File: src/rtl/snn_pkg.sv
// ---------------------------------------------------------------------------
// snn_pkg
// Shared constants and types for the spiking-network event path.
//   N_NEURONS  : default number of spike inputs (power of 2, >= 2)
//   ADDR_W     : default event address width, log2(N_NEURONS)
//   TS_W       : default timestep counter width
//   FIFO_DEPTH : default event FIFO entries (power of 2)
//   AER_W      : packed event width, {addr, ts} with addr in the MSBs
// ---------------------------------------------------------------------------
`timescale 1ns/1ps
package snn_pkg;

    localparam int N_NEURONS  = 8;
    localparam int ADDR_W     = 3;
    localparam int TS_W       = 8;
    localparam int FIFO_DEPTH = 4;
    localparam int AER_W      = ADDR_W + TS_W;

    // Address-event packet at the default widths; addr occupies the MSBs.
    typedef struct packed {
        logic [ADDR_W-1:0] addr;
        logic [TS_W-1:0]   ts;
    } aer_event_t;

endpackage

File: src/rtl/aer_fifo.sv
// ---------------------------------------------------------------------------
// aer_fifo
// First-word-fall-through FIFO for address-event packets. The head entry is
// visible on pop_data whenever empty is low; pop consumes it.
// Ports:
//   clk, rst_n  : clock, synchronous active-low reset
//   push        : write push_data (ignored when full)
//   push_data   : WIDTH-bit entry to write
//   pop         : consume the head entry (ignored when empty)
//   pop_data    : head entry (meaningful only while empty is low)
//   full, empty : occupancy flags
//   count       : number of stored entries, 0..DEPTH
// ---------------------------------------------------------------------------
`timescale 1ns/1ps
module aer_fifo #(
    parameter int WIDTH = 11,
    parameter int DEPTH = 4
) (
    input  logic                     clk,
    input  logic                     rst_n,
    input  logic                     push,
    input  logic [WIDTH-1:0]         push_data,
    input  logic                     pop,
    output logic [WIDTH-1:0]         pop_data,
    output logic                     full,
    output logic                     empty,
    output logic [$clog2(DEPTH):0]   count
);

    localparam int PTR_W = $clog2(DEPTH);
    localparam int CNT_W = PTR_W + 1;

    logic [WIDTH-1:0] mem [DEPTH];
    logic [PTR_W-1:0] wr_ptr;
    logic [PTR_W-1:0] rd_ptr;
    logic             do_push;
    logic             do_pop;

    assign full     = (count == CNT_W'(DEPTH));
    assign empty    = (count == '0);
    assign do_push  = push && !full;
    assign do_pop   = pop && !empty;
    assign pop_data = mem[rd_ptr];

    // Pointers wrap naturally because DEPTH is a power of 2.
    // NOTE: sequential state uses non-blocking (<=) so every register samples
    // pre-edge values; blocking here would create order-dependent races.
    always_ff @(posedge clk) begin
        if (!rst_n) begin
            wr_ptr <= '0;
            rd_ptr <= '0;
            count  <= '0;
        end else begin
            if (do_push) wr_ptr <= wr_ptr + PTR_W'(1);
            if (do_pop)  rd_ptr <= rd_ptr + PTR_W'(1);
            count <= count + CNT_W'(do_push) - CNT_W'(do_pop);
        end
    end

    // NOTE: storage is deliberately not reset; entries are only observable
    // through count, which is reset, so clearing the array would be wasted logic.
    always_ff @(posedge clk) begin
        if (do_push) mem[wr_ptr] <= push_data;
    end

endmodule

File: src/rtl/aer_spike_encoder.sv
// ---------------------------------------------------------------------------
// aer_spike_encoder
// Latches single-cycle spike pulses from N_NEURONS neurons, stamps each with
// the current timestep, round-robin arbitrates pending spikes into an event
// FIFO and emits {addr, ts} address events over a valid/ready handshake.
// Ports:
//   clk, rst_n : clock, synchronous active-low reset
//   spike_in   : per-neuron spike pulse, sampled every rising edge
//   tick       : timestep strobe, advances the timestamp counter
//   aer_valid  : FIFO head valid
//   aer_ready  : downstream accepts the head when high with aer_valid
//   aer_addr   : neuron index of the head event (0 while idle)
//   aer_ts     : timestamp of the head event (0 while idle)
//   overflow   : sticky, a spike was dropped
//   clear_ovf  : clears overflow (a same-cycle drop wins)
// ---------------------------------------------------------------------------
`timescale 1ns/1ps
module aer_spike_encoder #(
    parameter int N_NEURONS  = snn_pkg::N_NEURONS,
    parameter int ADDR_W     = snn_pkg::ADDR_W,
    parameter int TS_W       = snn_pkg::TS_W,
    parameter int FIFO_DEPTH = snn_pkg::FIFO_DEPTH
) (
    input  logic                 clk,
    input  logic                 rst_n,
    input  logic [N_NEURONS-1:0] spike_in,
    input  logic                 tick,
    output logic                 aer_valid,
    input  logic                 aer_ready,
    output logic [ADDR_W-1:0]    aer_addr,
    output logic [TS_W-1:0]      aer_ts,
    output logic                 overflow,
    input  logic                 clear_ovf
);

    localparam int AER_W = ADDR_W + TS_W;
    localparam int CNT_W = $clog2(FIFO_DEPTH) + 1;

    logic [TS_W-1:0]      ts;
    logic [N_NEURONS-1:0] pending;
    logic [TS_W-1:0]      pending_ts [N_NEURONS];
    logic [ADDR_W-1:0]    rr_ptr;

    logic                 grant_valid;
    logic [ADDR_W-1:0]    grant_idx;
    logic [N_NEURONS-1:0] grant;
    logic [N_NEURONS-1:0] drop;

    logic                 fifo_full;
    logic                 fifo_empty;
    logic [CNT_W-1:0]     fifo_count_unused;
    logic [AER_W-1:0]     fifo_head;

    // Round-robin search: first pending neuron at or above rr_ptr, modulo N.
    // No grant while the FIFO is full, even if it pops this cycle.
    // NOTE: every always_comb output gets a default first, so no path leaves
    // a variable unassigned and no latch is inferred.
    always_comb begin
        logic [ADDR_W-1:0] idx;
        grant_valid = 1'b0;
        grant_idx   = '0;
        idx         = '0;
        if (!fifo_full) begin
            for (int k = 0; k < N_NEURONS; k++) begin
                idx = rr_ptr + ADDR_W'(k);
                if (pending[idx] && !grant_valid) begin
                    grant_valid = 1'b1;
                    grant_idx   = idx;
                end
            end
        end
    end

    assign grant = grant_valid ? (N_NEURONS'(1) << grant_idx) : '0;

    // A new spike on a neuron that stays pending is lost. A granted neuron
    // frees its slot this cycle, so a re-spike there is kept.
    assign drop = spike_in & pending & ~grant;

    always_ff @(posedge clk) begin
        if (!rst_n) begin
            ts       <= '0;
            pending  <= '0;
            rr_ptr   <= '0;
            overflow <= 1'b0;
            for (int i = 0; i < N_NEURONS; i++) pending_ts[i] <= '0;
        end else begin
            if (tick) ts <= ts + TS_W'(1);
            pending <= (pending & ~grant) | spike_in;
            // Stamp with the pre-increment ts; dropped spikes keep the old stamp.
            for (int i = 0; i < N_NEURONS; i++) begin
                if (spike_in[i] && !drop[i]) pending_ts[i] <= ts;
            end
            if (grant_valid) rr_ptr <= grant_idx + ADDR_W'(1);
            overflow <= (overflow & ~clear_ovf) | (|drop);
        end
    end

    aer_fifo #(
        .WIDTH (AER_W),
        .DEPTH (FIFO_DEPTH)
    ) u_fifo (
        .clk       (clk),
        .rst_n     (rst_n),
        .push      (grant_valid),
        .push_data ({grant_idx, pending_ts[grant_idx]}),
        .pop       (aer_ready),
        .pop_data  (fifo_head),
        .full      (fifo_full),
        .empty     (fifo_empty),
        .count     (fifo_count_unused)
    );

    // Head fields are forced to zero while idle so stale storage never shows.
    assign aer_valid = !fifo_empty;
    assign aer_addr  = aer_valid ? fifo_head[AER_W-1:TS_W] : '0;
    assign aer_ts    = aer_valid ? fifo_head[TS_W-1:0]     : '0;

endmodule

File: config.mk
export PLATFORM = sky130hd
export DESIGN_NAME = aer_spike_encoder
export DESIGN_NICKNAME = d
export VERILOG_FILES = /design/src/rtl/snn_pkg.sv /design/src/rtl/aer_fifo.sv /design/src/rtl/aer_spike_encoder.sv
export SDC_FILE = /design/constraint.sdc
export NUM_CORES = 1
export LEC_CHECK = 0
export CAP_MARGIN = 30
export CORE_UTILIZATION = 65
export CTS_CLUSTER_DIAMETER = 60
export CTS_CLUSTER_SIZE = 12
export DETAILED_ROUTE_END_ITERATION = 8
export GPL_TIMING_DRIVEN = 0
export PLACE_DENSITY_LB_ADDON = 0.15
export SETUP_SLACK_MARGIN = 0.05
export SLEW_MARGIN = 10
export SYNTH_ARGS = -nofsm -noshare
export SYNTH_HDL_FRONTEND = slang
export SYNTH_SLANG_ARGS = --single-unit
File: constraint.sdc
create_clock -name clk -period 14 [get_ports clk]
set_clock_uncertainty 0.1 [all_clocks]
set_input_delay 4.2 -clock clk [delete_from_list [all_inputs] [get_ports clk]]
set_output_delay 4.2 -clock clk [all_outputs]
set_load 0.05 [all_outputs]
======== After elaboration in Yosys (flattened, before gate mapping) ========
Memory sizes are Yosys's and may differ from the RTL's. A register that Yosys moved wholly into a read port is not among the register bits.
Cells that the tools add are included.
cells by class
  div/mod/pow operators ................... 0
  shift operators ......................... 1
  reductions and logical operators ........ 36
  multipliers ............................. 0
  bitwise logic cells ..................... 16
  order comparisons ....................... 8
  multiplexer cells ....................... 81
  $add $sub $neg .......................... 13
  equality and inequality tests ........... 1
operator list
  operator                                                     number
  2-to-1 mux 8 bit                                             10
  2-to-1 mux 1 bit                                             51
  less-than comparator 3 x 4 -> 1 bit (second input constant)  8
  2-to-1 mux 3 bit                                             10
  AND 8 bit                                                    3
  binary-select mux 1 bit (select 3 bit)                       8
  logical AND 1 bit                                            17
  logical NOT 1 bit                                            17
  adder 3 bit (second input constant)                          4
  OR 1 bit                                                     9
  adder 8 x 1 -> 8 bit (second input constant)                 1
  NOT 8 bit                                                    1
  OR 8 bit                                                     1
  OR reduction 8 bit                                           1
  left shift 1 x 3 -> 8 bit (first input constant)             1
  adder 3 x 1 -> 3 bit (second input constant)                 2
  adder 3 x 2 -> 3 bit (second input constant)                 2
  adder 2 x 1 -> 2 bit (second input constant)                 2
  2-to-1 mux 2 bit                                             2
  adder 3 x 1 -> 3 bit                                         1
  == test 3 bit (second input constant)                        1
  logical NOT 3 bit                                            1
  subtractor 3 x 1 -> 3 bit                                    1
  AND 1 bit                                                    1
  NOT 1 bit                                                    1
word-level totals
  output and inout bits ................... 13
  latch bits .............................. 0
  flip-flop bits (word level) ............. 27
  memory bits (writable) .................. 108
  memories ................................ 2
  ROM bits ................................ 0
memory list
  memory      words  bits a word  rd ports  clocked after Yosys merged registers in  wr ports  RTL line                 text
  pending_ts  8      8            1         0                                        8         aer_spike_encoder.sv:41  logic [TS_W-1:0] pending_ts [N_NEURONS];
  u_fifo.mem  4      11           1         1                                        1         aer_fifo.sv:33           logic [WIDTH-1:0] mem [DEPTH];

======== Longest topological paths before layout ========
  depth in word-level cells ............... 42
  mapped depth ............................ 19

======== Hierarchy ========
Synthesis repeated with hierarchy kept, for this count alone.
unflattened totals
  cell total of the unflattened synthesis .. 558
  area total of the unflattened synthesis .. 7013.0 um^2
by module, submodules not included
  module             cells an instance  instances  seq. area each (um^2)  area an instance (um^2)
  aer_spike_encoder  451                1          2322.2                 4902.2
  aer_fifo           107                1          1501.4                 2110.8

======== Worst setup path after synthesis ========
Ideal clock, no wire load.
  path type ............................... register -> output
  start point ............................. reg (tool-made name)
  end point ............................... out aer_addr[1]
  path slack .............................. 7.953 ns
  cell stages (with the launch flop) ...... 4
  arrival ................................. 1.747 ns
  cells stage by stage .................... dfxtp_1 buf_1 mux4_2 and2_1
RTL lines
  what              RTL line                 text
  end: declaration  aer_spike_encoder.sv:30  output logic [ADDR_W-1:0] aer_addr,

==> impl_metrics.csv <==
group,metric,value,unit
status,status,"completed",
critical_path,r2r_cells,17,
timing,rsz0062_at_grt,"no",
finish,layout.nets,599,
routing,initialDrtViolationCount,318,
timing,final-hold-violation-count,0,
routing,vias_per_cell,6.104,
global_route,antenna_found_initial,0,
critical_path,cp-end-kind,"output port",
critical_path,crit_required,9.70,ns
synth,syn_inst,527,
critical_path,rr_startpoint,"rr_ptr[0]$_SDFFE_PN0P_",
placement,dp_slack,7.225,ns
floorplanning,initial_core_util,67.79,%
critical_path,rrSetupSlack,8.43,ns
critical_path,path_class,"reg2out",
synth,synth_seq_cells,137,
global_route,grt_pass1_vias,4409,
critical_path,critPathLaunchType,"flop",
clocking,cts-root-buf,"clkbuf_8",
timing,period_share,51.86,%
global_route,grt_max_degree,17,
synth,synthArstFlopShare,0,%
global_route,track_usage,29.22,%
floorplanning,fp.dieW,103.7,µm
synth,yosys-top-cells-area,"edfxtp_1, mux2i_1, dfxtp_1",
synth,yosysSeqAreaShare,56.92,%
job,max_cap_violations,0,
synth,synth_edf_count,108,
routing,drc_errors,0,
routing,wl,14.74,mm
critical_path,r2r_end,"pending_ts[3][4]$_SDFFCE_PN0P_",
placement,gp_congestion,0.9011,
floorplanning,num_rows,36,
synth,yosys_warnings,0,
timing,setup_tns,0,ns
finish,area_growth,14.66,%
clocking,cts-resized-gates,0,
clocking,clk_pin_slew,0.07,ns
synth,synth_area,6718,µm²
clocking,cts_buffer_depth,2,
hold_path,holdPathStages,2,
clocking,cts_setup_buffers,0,
clocking,cts_sinks,137,
clocking,cts_made_buffers,17,
synth,synth_most_common_cell,"edfxtp_1",
synth,synthesis.nets,555,
global_route,globalRouteOverflowTotal,0,
hold_path,hold_path_class,"reg2reg",
clocking,ctsHoldBuffers,0,
timing,fin_ws,6.740,ns
hold_path,min_to,"ts[5]$_SDFFE_PN0P_",
clocking,cts_tree,"done",
global_route,grt_pass1_wl,23.60,mm
floorplanning,coreArea,9910,µm²
synth,ys_types,48,
timing,worst-slew-pin-transition,0.9788,ns
routing,firstDrtPassIters,6,
placement,dp_hpwl,10.08,mm
timing,fmax,137.7,MHz
critical_path,cp_max_fo,10,
synth,synth.avg_cell_area,12.75,µm²
timing,relSlewSlack,34.44,%
floorplanning,dieArea,10750,µm²
clocking,h-tree-depth,4,
synth,synth_common_cells,"edfxtp_1, mux2i_1, nor2_1",
floorplanning,io_pins,26,
finish,drive_above_1_share,13.36,%
finish,fillers,610,
synth,synthFlopType,"edfxtp_1",
routing,wire_per_inst,20.53,µm
synth,yosys.area.top_type,"edfxtp_1",
placement,port_buffers,23,
critical_path,crit_arrival,2.96,ns
floorplanning,die_h,103.7,µm
clocking,clock_latency,0.52,ns
synth,synth_top_area_share,48.28,%
timing,setup_viol,0,
routing,vias,4383,
routing,ant_nets,0,
timing,min_period,7.260,ns
timing,drv_slew,0,
hold_path,min-delay-start,"ts[5]$_SDFFE_PN0P_",
==> registers in the layout (all words and copies together) (netlist names), 2 cells and up, named ones only <==
name,count
u_fifo.wr_ptr,2
pending,8
u_fifo.count,3
ts,8
u_fifo.mem,44
u_fifo.rd_ptr,2
pending_ts,64
rr_ptr,3
==> area by class of cell <==
cell class                 instances  area [µm²]  area share, %
clock inverter                    15       156.4          2.031
tap                              133       166.4          2.160
inverter                          28       105.1          1.365
clock buffer                      17       414.1          5.377
timing repair buffer              25       245.2          3.184
multi-input combinational        339        2664          34.58
sequential                       137        3824          49.64
antenna                            1       2.502        0.03249
buffer                            23       125.1          1.624
==> kinds of logic (layout without fill, tap and decap cells) <==
| logic type | Yosys count | count (layout) | share of synthesized area [%] |
|---|---|---|---|
| multiplexers | 90 | 90 | 17.51 |
| flip-flops | 137 | 137 | 56.92 |
| other | 0 | 1 | 0 |
| buffers and inverters | 51 | 108 | 3.427 |
| adder cells (fa/ha/maj) | 15 | 15 | 2.906 |
| AND/OR/NAND/NOR | 162 | 162 | 11.53 |
| AO/OA/AOI/OAI | 56 | 56 | 5.625 |
| XOR/XNOR | 16 | 16 | 2.086 |
==> critical path: stages, from the launching register on <==
cell and delay [ns]:
dfxtp_1 0.36, buf_1 0.62, mux4_2 0.58, and2_1 0.18, clkdlybuf4s50_1 0.69
==> how the worst max path moves through the flow <==
| stage | depth (start not counted) | end | startpoint |
|---|---|---|---|
| finish | 4 | aer_ts[7] | flop |
| global route | 4 | aer_ts[1] | flop |
| floorplan | 3 | aer_addr[1] | flop |
| CTS | 4 | aer_ts[7] | flop |
| detailed placement | 4 | aer_ts[7] | flop |
| global placement | 4 | aer_addr[2] | flop |
==> layer usage <==
| metal | routed length [µm] | global-route usage, % |
|---|---|---|
| met5 | 0 | 0 |
| met2 | 7475 | 50.77 |
| met3 | 1019 | 4.531 |
| met1 | 5928 | 38.00 |
| met4 | 319 | 9.184 |
==> through the flow <==
step / hold WS [ns] / cells / instance area (µm²) / utilization (%)
floorplan: 0.3644 / 527 / 6718 / -
global placement: 0.3768 / 683 / 7114 / 71.79
detailed placement: 0.3995 / 685 / 7129 / 71.94
CTS: 0.4084 / 717 / 7700 / 77.70
global route: 0.4274 / 717 / 7700 / 77.70
finish: 0.4226 / 718 / 7702 / 77.73
==> placed cells by master (no fill, tap or decap), types with 8 or more instances in the layout <==
cell             count
a21boi_0             8
and2_1              25
edfxtp_1           108
nand2_1             51
nor2b_1              9
mux4_2              21
xnor2_1             12
mux2_2              10
inv_1               27
a21oi_1             10
ha_1                14
mux2i_1             59
clkbuf_1            13
o21ai_0             10
nor2_1              54
clkbuf_16           16
clkdlybuf4s50_1     23
dfxtp_1             29
Power is left out: the tool's default activity adds up to more than one toggle a clock period on the data nets, which glitch-free logic cannot reach.
